<file path="config.mk">
export PLATFORM = sky130hd
export DESIGN_NAME = oled_rx_flat
export DESIGN_NICKNAME = d
export VERILOG_FILES = /design/src/rtl/oled_pkg.sv /design/src/rtl/oled_rx_if.sv /design/src/rtl/oled_rx_addr_gen.sv /design/src/rtl/oled_rx.sv /design/src/flat_wrapper.sv
export SDC_FILE = /design/constraint.sdc
export NUM_CORES = 1
export LEC_CHECK = 0
export BUFFER_PORTS_ARGS = -buffer_cell sky130_fd_sc_hd__buf_2
export CAP_MARGIN = 20
export CORE_MARGIN = 2
export CORE_UTILIZATION = 40
export DETAILED_ROUTE_END_ITERATION = 10
export PLACE_DENSITY = 0.66
export SKIP_LAST_GASP = 1
export SLEW_MARGIN = 20
export SYNTH_ARGS = -nofsm -noshare
export SYNTH_HDL_FRONTEND = slang
export SYNTH_SLANG_ARGS = --single-unit
</file>
<file path="constraint.sdc">
create_clock -name clk -period 5.46 [get_ports clk]
set_input_delay 1.092 -clock clk [delete_from_list [all_inputs] [get_ports clk]]
set_output_delay 1.092 -clock clk [all_outputs]
set_load 0.03 [all_outputs]
</file>
<file path="src/rtl/oled_pkg.sv">
// Shared opcodes, arity lookup and receiver state encoding for the
// OLED parallel command/data bus.
package oled_pkg;

    localparam logic [7:0] CMD_SET_COL   = 8'h15;
    localparam logic [7:0] CMD_SET_ROW   = 8'h75;
    localparam logic [7:0] CMD_WRITE_RAM = 8'h5C;
    localparam logic [7:0] CMD_DISP_OFF  = 8'hAE;
    localparam logic [7:0] CMD_DISP_ON   = 8'hAF;

    typedef enum logic [1:0] {
        ST_IDLE,
        ST_CMD,
        ST_ARG,
        ST_RAM
    } state_t;

    function automatic logic [1:0] arity(input logic [7:0] op);
        case (op)
            8'h15, 8'h75, 8'hA0, 8'hB4, 8'hD1: arity = 2'd2;
            8'hAE, 8'hAF, 8'h5C:               arity = 2'd0;
            default:                           arity = 2'd1;
        endcase
    endfunction

endpackage

</file>
<file path="src/rtl/oled_rx_if.sv">
// OLED parallel bus: chip select, write strobe, data/command flag, byte.
// The host side drives it (master), the receiver samples it (slave).
interface oled_rx_if;
    logic       oled_cs;
    logic       oled_e;
    logic       oled_dc;
    logic [7:0] oled_din;

    modport master (output oled_cs, oled_e, oled_dc, oled_din);
    modport slave  (input  oled_cs, oled_e, oled_dc, oled_din);
endinterface

</file>
<file path="src/rtl/oled_rx_addr_gen.sv">
// Drawing window registers with clamping, plus the x/y write pointer
// that walks the window row by row and wraps to its top-left corner.
module oled_rx_addr_gen #(
    parameter int COLS = 96,
    parameter int ROWS = 64,
    parameter int X_W  = $clog2(COLS),
    parameter int Y_W  = $clog2(ROWS)
) (
    input  logic           clk,
    input  logic           rst,
    input  logic           load_col,
    input  logic           load_row,
    input  logic           ptr_rst,
    input  logic           advance,
    input  logic [7:0]     a0,
    input  logic [7:0]     a1,
    output logic [X_W-1:0] x,
    output logic [Y_W-1:0] y
);

    localparam logic [X_W-1:0] X_MAX = X_W'(COLS - 1);
    localparam logic [Y_W-1:0] Y_MAX = Y_W'(ROWS - 1);

    logic [X_W-1:0] col_start, col_end, cs_c, ce_c;
    logic [Y_W-1:0] row_start, row_end, rs_c, re_c;

    function automatic logic [X_W-1:0] clamp_x(input logic [7:0] v);
        clamp_x = (int'(v) > COLS - 1) ? X_MAX : X_W'(v);
    endfunction

    function automatic logic [Y_W-1:0] clamp_y(input logic [7:0] v);
        clamp_y = (int'(v) > ROWS - 1) ? Y_MAX : Y_W'(v);
    endfunction

    // An inverted window collapses to a single line at its start.
    always_comb begin
        cs_c = clamp_x(a0);
        ce_c = clamp_x(a1);
        if (ce_c < cs_c) ce_c = cs_c;
        rs_c = clamp_y(a0);
        re_c = clamp_y(a1);
        if (re_c < rs_c) re_c = rs_c;
    end

    always_ff @(posedge clk or negedge rst) begin
        if (!rst) begin
            col_start <= '0;
            col_end   <= X_MAX;
            row_start <= '0;
            row_end   <= Y_MAX;
            x         <= '0;
            y         <= '0;
        end else if (load_col) begin
            col_start <= cs_c;
            col_end   <= ce_c;
            x         <= cs_c;
            y         <= row_start;
        end else if (load_row) begin
            row_start <= rs_c;
            row_end   <= re_c;
            x         <= col_start;
            y         <= rs_c;
        end else if (ptr_rst) begin
            x <= col_start;
            y <= row_start;
        end else if (advance) begin
            if (x == col_end) begin
                x <= col_start;
                y <= (y == row_end) ? row_start : y + 1'b1;
            end else begin
                x <= x + 1'b1;
            end
        end
    end

endmodule

</file>
<file path="src/rtl/oled_rx.sv">
// OLED bus responder: groups bytes into commands and RGB565 pixel writes.
// Define OLED_RX_SYNC_EN to put 2-flop synchronizers on the bus inputs.
module oled_rx
    import oled_pkg::*;
#(
    parameter int COLS = 96,
    parameter int ROWS = 64,
    parameter int X_W  = $clog2(COLS),
    parameter int Y_W  = $clog2(ROWS)
) (
    input  logic           clk,
    input  logic           rst,
    oled_rx_if.slave       bus,
    output logic           cmd_valid,
    output logic [7:0]     cmd_code,
    output logic [15:0]    cmd_args,
    output logic           pix_valid,
    output logic [X_W-1:0] pix_x,
    output logic [Y_W-1:0] pix_y,
    output logic [15:0]    pix_data,
    output logic           disp_on,
    output logic           err
);

    logic       cs_s, e_s, dc_s;
    logic [7:0] din_s;

`ifdef OLED_RX_SYNC_EN
    logic [1:0] cs_sy, e_sy, dc_sy;
    logic [7:0] din_s1, din_s2;

    always_ff @(posedge clk or negedge rst) begin
        if (!rst) begin
            cs_sy  <= 2'b11;
            e_sy   <= 2'b00;
            dc_sy  <= 2'b00;
            din_s1 <= '0;
            din_s2 <= '0;
        end else begin
            cs_sy  <= {cs_sy[0], bus.oled_cs};
            e_sy   <= {e_sy[0], bus.oled_e};
            dc_sy  <= {dc_sy[0], bus.oled_dc};
            din_s1 <= bus.oled_din;
            din_s2 <= din_s1;
        end
    end

    assign cs_s  = cs_sy[1];
    assign e_s   = e_sy[1];
    assign dc_s  = dc_sy[1];
    assign din_s = din_s2;
`else
    assign cs_s  = bus.oled_cs;
    assign e_s   = bus.oled_e;
    assign dc_s  = bus.oled_dc;
    assign din_s = bus.oled_din;
`endif

    state_t     state, state_d;
    logic       e_q, stb;
    logic [7:0] opcode, arg0, hi;
    logic [1:0] arg_cnt;
    logic       arg_idx, phase;

    logic        op_take, arg_take, pix_take, err_set;
    logic        cmd_fire, pix_fire;
    logic [7:0]  fire_code;
    logic [15:0] fire_args;
    logic [X_W-1:0] ptr_x;
    logic [Y_W-1:0] ptr_y;

    assign stb = !cs_s && e_q && !e_s;

    function automatic state_t after_op(input logic [7:0] op);
        if (arity(op) != 2'd0)      after_op = ST_ARG;
        else if (op == CMD_WRITE_RAM) after_op = ST_RAM;
        else                          after_op = ST_CMD;
    endfunction

    always_ff @(posedge clk or negedge rst) begin
        if (!rst) state <= ST_IDLE;
        else      state <= state_d;
    end

    always_comb begin
        state_d = state;
        unique case (state)
            ST_IDLE: if (!cs_s) state_d = ST_CMD;
            ST_CMD: if (stb && !dc_s) state_d = after_op(din_s);
            ST_ARG: begin
                if (stb && !dc_s)
                    state_d = after_op(din_s);
                else if (stb && arg_cnt == 2'd1)
                    state_d = ST_CMD;
            end
            ST_RAM: if (stb && !dc_s) state_d = after_op(din_s);
            default: state_d = ST_IDLE;
        endcase
        // Deselect wins after any byte taken in this same cycle.
        if (cs_s) state_d = ST_IDLE;
    end

    always_comb begin
        op_take   = 1'b0;
        arg_take  = 1'b0;
        pix_take  = 1'b0;
        err_set   = 1'b0;
        cmd_fire  = 1'b0;
        fire_code = opcode;
        fire_args = '0;
        unique case (state)
            ST_CMD: begin
                op_take = stb && !dc_s;
                err_set = stb && dc_s;
            end
            ST_ARG: begin
                op_take  = stb && !dc_s;
                err_set  = stb && !dc_s;
                arg_take = stb && dc_s;
            end
            ST_RAM: begin
                op_take  = stb && !dc_s;
                pix_take = stb && dc_s;
            end
            default: ;
        endcase
        if (op_take && arity(din_s) == 2'd0) begin
            cmd_fire  = 1'b1;
            fire_code = din_s;
        end else if (arg_take && arg_cnt == 2'd1) begin
            cmd_fire  = 1'b1;
            fire_args = arg_idx ? {arg0, din_s} : {din_s, 8'h00};
        end
        pix_fire = pix_take && phase;
    end

    always_ff @(posedge clk or negedge rst) begin
        if (!rst) begin
            e_q       <= 1'b0;
            opcode    <= '0;
            arg0      <= '0;
            arg_cnt   <= '0;
            arg_idx   <= 1'b0;
            phase     <= 1'b0;
            hi        <= '0;
            cmd_valid <= 1'b0;
            cmd_code  <= '0;
            cmd_args  <= '0;
            pix_valid <= 1'b0;
            pix_x     <= '0;
            pix_y     <= '0;
            pix_data  <= '0;
            disp_on   <= 1'b0;
            err       <= 1'b0;
        end else begin
            e_q <= e_s;
            if (op_take) begin
                opcode  <= din_s;
                arg_cnt <= arity(din_s);
                arg_idx <= 1'b0;
                arg0    <= '0;
            end else if (arg_take) begin
                arg_cnt <= arg_cnt - 2'd1;
                arg_idx <= 1'b1;
                if (!arg_idx) arg0 <= din_s;
            end
            if (cs_s || op_take) phase <= 1'b0;
            else if (pix_take)   phase <= ~phase;
            if (pix_take && !phase) hi <= din_s;
            cmd_valid <= cmd_fire;
            if (cmd_fire) begin
                cmd_code <= fire_code;
                cmd_args <= fire_args;
            end
            pix_valid <= pix_fire;
            if (pix_fire) begin
                pix_data <= {hi, din_s};
                pix_x    <= ptr_x;
                pix_y    <= ptr_y;
            end
            if (err_set) err <= 1'b1;
            if (cmd_fire && fire_code == CMD_DISP_ON)       disp_on <= 1'b1;
            else if (cmd_fire && fire_code == CMD_DISP_OFF) disp_on <= 1'b0;
        end
    end

    oled_rx_addr_gen #(
        .COLS (COLS),
        .ROWS (ROWS),
        .X_W  (X_W),
        .Y_W  (Y_W)
    ) u_addr_gen (
        .clk      (clk),
        .rst      (rst),
        .load_col (cmd_fire && fire_code == CMD_SET_COL),
        .load_row (cmd_fire && fire_code == CMD_SET_ROW),
        .ptr_rst  (cmd_fire && fire_code == CMD_WRITE_RAM),
        .advance  (pix_fire),
        .a0       (fire_args[15:8]),
        .a1       (fire_args[7:0]),
        .x        (ptr_x),
        .y        (ptr_y)
    );

endmodule

</file>
<file path="src/flat_wrapper.sv">
// flat-port wrapper written by rule: the top's interface ports become plain ports
module oled_rx_flat import oled_pkg::*;
#(
    parameter int COLS = 96,
    parameter int ROWS = 64,
    parameter int X_W  = $clog2(COLS),
    parameter int Y_W  = $clog2(ROWS)
)
  (clk, rst, cmd_valid, cmd_code, cmd_args, pix_valid, pix_x, pix_y, pix_data, disp_on, err, bus_oled_cs, bus_oled_e, bus_oled_dc, bus_oled_din);
  oled_rx_if bus_i ();
  input  logic clk;
  input  logic rst;
  output logic cmd_valid;
  output logic [7:0] cmd_code;
  output logic [15:0] cmd_args;
  output logic pix_valid;
  output logic [X_W-1:0] pix_x;
  output logic [Y_W-1:0] pix_y;
  output logic [15:0] pix_data;
  output logic disp_on;
  output logic err;
  input wire logic [$bits(bus_i.oled_cs)-1:0] bus_oled_cs;
  input wire logic [$bits(bus_i.oled_e)-1:0] bus_oled_e;
  input wire logic [$bits(bus_i.oled_dc)-1:0] bus_oled_dc;
  input wire logic [$bits(bus_i.oled_din)-1:0] bus_oled_din;
  assign bus_i.oled_cs = bus_oled_cs;
  assign bus_i.oled_e = bus_oled_e;
  assign bus_i.oled_dc = bus_oled_dc;
  assign bus_i.oled_din = bus_oled_din;
  oled_rx #(.COLS(COLS), .ROWS(ROWS), .X_W(X_W), .Y_W(Y_W)) u_core (.clk(clk), .rst(rst), .bus(bus_i), .cmd_valid(cmd_valid), .cmd_code(cmd_code), .cmd_args(cmd_args), .pix_valid(pix_valid), .pix_x(pix_x), .pix_y(pix_y), .pix_data(pix_data), .disp_on(disp_on), .err(err));
endmodule
</file>
==> impl_metrics.tcl <==
set metrics [dict create \
    min-delay-start "u_core.hi[1]$_DFFE_PN0P_" \
    synth_top_cells_by_area "dfrtp_1, nand2_1, dfstp_2" \
    power_density_nw_per_um2 329 \
    period_needed_ns 4.31 \
    first_pass_grt_wire_length_um 27900 \
    cts_tree "built" \
    detailed_place_hpwl_um 11700 \
    timing.critical_path.arrival_ns 4.66 \
    yosys.cell_types.count 68 \
    drive_above_1_share_pct 19.8 \
    cp-start-kind "input port" \
    overall_die_width_um 132 \
    number_of_vias_per_cell 5.38 \
    final-max-slew-violation-count 0 \
    place_congestion 0.928 \
    worst_ep_required_time_ns 5.80 \
    end_kind "register" \
    setup_tns_ns 0 \
    synth_seq_cells 127 \
    rr_startpoint "u_core.state[0]$_DFFE_PN0P_" \
    placement.io_buffers 69 \
    critPathBufInv 3 \
    clock_tree.root_cell "clkbuf_16" \
    synth.cells.most_frequent "nand2_1, dfrtp_1, nor2_1" \
    yosysMostFrequentCell "nand2_1" \
    post-route-drc-count 0 \
    ys_seq_area_share_pct 48.5 \
    grt_start_max_net_pins 59 \
    timing.final.crit_share_pct 79.0 \
    fp.dieArea_um2 17500 \
    antenna_found_initial 0 \
    netlist.area_leader.share_pct 43.7 \
    total_leakage_power_nw 3.88 \
    drtAntennaViolNets 0 \
    design.portCount 70 \
    synth_warnings 0 \
    synth-async-reset-ratio_pct 100 \
    postCtsResizedCells 0 \
    achievable-frequency_mhz 232 \
    number_of_enable_type_register_cells_in_the_synthesized_netlist 0 \
    post_syn_area_per_cell_um2 9.11 \
    critical_path.startpoint "bus_oled_din[7]" \
    clk_pin_slew_worst_paths_ns 0.06 \
    remaining_overflow_grt 0 \
    clock_latency_ns 0.42 \
    critical_path_class "in -> reg" \
    cts-root-to-sink-buffers 2 \
    detail_route.wl_per_cell_um 16.8 \
    status "finished, final reports clean" \
    final-setup-viol-count 0 \
    hold_class "reg -> reg" \
    path_delay_family "compound AO/OA/AOI/OAI gates" \
    core_area_um2 16000 \
    die_height_um 132 \
    hold_violations 0 \
    syn_inst 723 \
    finalWirelength_um 17100 \
    placed_area_um2 7140 \
    detailroute.via_count 5453 \
    core.rowCount 46 \
    slew_headroom_pct 32.5 \
    post_cts_setup_buffer_count 0 \
    dr.pass1.iters 5 \
    crit_path_max_fanout 10 \
    grt_pass1_vias 5124 \
    tritoncts_num_sinks 127 \
    globalRouteTotalUtil_pct 20.1 \
    worst_path_largest_cell_delay_ns 0.49 \
    initial_utilization_pct 41.2 \
    finish.instance_area_um2 7730 \
    largest_clock_skew_in_the_final_design_ns 0.00611 \
    cts_hold_buffers 0 \
    nets 815 \
    num_antenna_cells 0 \
    critical_path.slowest_cell "o2111a_1" \
    cts-buffers-inserted 17 \
    drtIter0Drc 496 \
    maxcap_violations 0 \
    path_cells "buf_2 > or2_0 > o2111a_1 > inv_1 > a211oi_1 > nor2_1 > ha_1 > a21o_1 > a21o_1 > a221o_1 > nor2_1 > buf_4 > mux2_2 > a21oi_1" \
    power.ir.vdd_worst_mv 0.225 \
    dominant_cell_type_by_area_after_synthesis "dfrtp_1" \
    mappedNetlistArea_um2 6590 \
    rsz0062_at_grt "no" \
    ys.flop_type "dfrtp_1" \
    area_delta_synth_final_pct 17.3 \
    worst_pin_slew_ns 1.01 \
    ctsHtreeMaxLevel 4 \
    synthesis.nets 754 \
]
-- worst register-to-register path: stages, from the launching register on --
cell	delay (ns)
dfrtp_1	0.40
inv_1	0.11
ha_1	0.32
and3_1	0.28
o2111a_1	0.44
inv_1	0.18
a211oi_1	0.49
nor2_1	0.11
ha_1	0.32
a21o_1	0.18
a21o_1	0.17
a221o_1	0.39
nor2_1	0.10
buf_4	0.16
mux2_2	0.33
a21oi_1	0.13
-- cell families (layout without fill, tap and decap cells) --
| family | after synthesis | count (layout) | synth area share (%) |
|---|---|---|---|
| XOR/XNOR | 22 | 22 | 2.92 |
| AND/OR/NAND/NOR | 313 | 313 | 21.5 |
| AO/OA/AOI/OAI | 150 | 150 | 15.0 |
| multiplexers | 29 | 29 | 4.73 |
| flip-flops | 127 | 127 | 48.5 |
| adder cells (fa/ha/maj) | 18 | 18 | 3.42 |
| buffers and inverters | 64 | 138 | 3.95 |
-- cells in the final DEF (no fill, tap or decap), types with 5 or more instances in the layout --
cell         n
a22o_1      10
mux2_2      16
ha_1        18
nor2_1      57
a21o_1      16
and3_1       6
a31oi_1     12
a21oi_1     24
nor3_1      12
nand2_1    173
mux2i_1     12
a211oi_1     5
o211ai_1     5
nand2b_1     5
dfrtp_1    115
clkbuf_16   17
inv_1       22
buf_4       15
xor2_1       9
dfstp_2     12
o21a_1       6
xnor2_1     13
buf_2       68
nand3_1     16
o21ai_0     47
-- where the power goes --
group	switching [W]	internal [W]
clock network	0.000430	0.000683
registers	0.0000962	0.00102
logic	0.000185	0.000128
-- worst paths after layout --
path | to | slack, ns | cells past startpoint
min in group asynchronous | u_core.cmd_args[15]$_DFFE_PN0P_ | 0.56 | 1
max reg2reg | u_core.u_addr_gen.col_end[5]$_DFFE_PN0P_ | 1.27 | 15
min reg2reg | u_core.pix_data[9]$_DFFE_PN0P_ | 0.46 | 2
min | u_core.pix_data[9]$_DFFE_PN0P_ | 0.46 | 2
max in group asynchronous | u_core.pix_data[3]$_DFFE_PN0P_ | 3.85 | 2
max | u_core.u_addr_gen.col_end[5]$_DFFE_PN0P_ | 1.15 | 14
-- per-stage QoR --
step / utilization [%] / std cells / setup WS, ns / hold WS, ns / total power (W)
CTS: 48.3 / 1013 / 1.20 / 0.471 / 0.00256
floorplan: - / 723 / 1.17 / 0.435 / 0.00133
detailed placement: 44.6 / 981 / 0.757 / 0.457 / 0.00144
finish: 48.3 / 1013 / 1.15 / 0.463 / 0.00254
global route: 48.3 / 1013 / 0.907 / 0.480 / 0.00265
global placement: 44.6 / 981 / 0.891 / 0.452 / 0.00143
-- layer usage --
metal	GRT usage [%]	up-vias	part of all wire, %
li1	-	2615	-
met1	28.3	2646	48
met2	30.2	159	45
met3	4.27	33	4.5
met4	7.89	0	2.4
met5	0	-	0
-- flip-flops by register name (all words and copies together) (netlist names), 7 cells and up --
| register | cells |
|---|---|
| u_core.arg0 | 8 |
| u_core.cmd_args | 16 |
| u_core.cmd_code | 8 |
| u_core.hi | 8 |
| u_core.opcode | 8 |
| u_core.pix_data | 16 |
| u_core.pix_x | 7 |
| u_core.u_addr_gen.col_end | 7 |
| u_core.u_addr_gen.col_start | 7 |
| u_core.u_addr_gen.x | 7 |
-- area by class of cell --
type	instances	area, um^2
multi-input cells	532	3140
flip-flops and latches	127	3190
clock buffers	19	443
repair buffers	83	453
fillers	1582	8270
well taps	216	270
inverters	23	86.3
clock inverters	13	140
(Power assumes the default switching activity.)
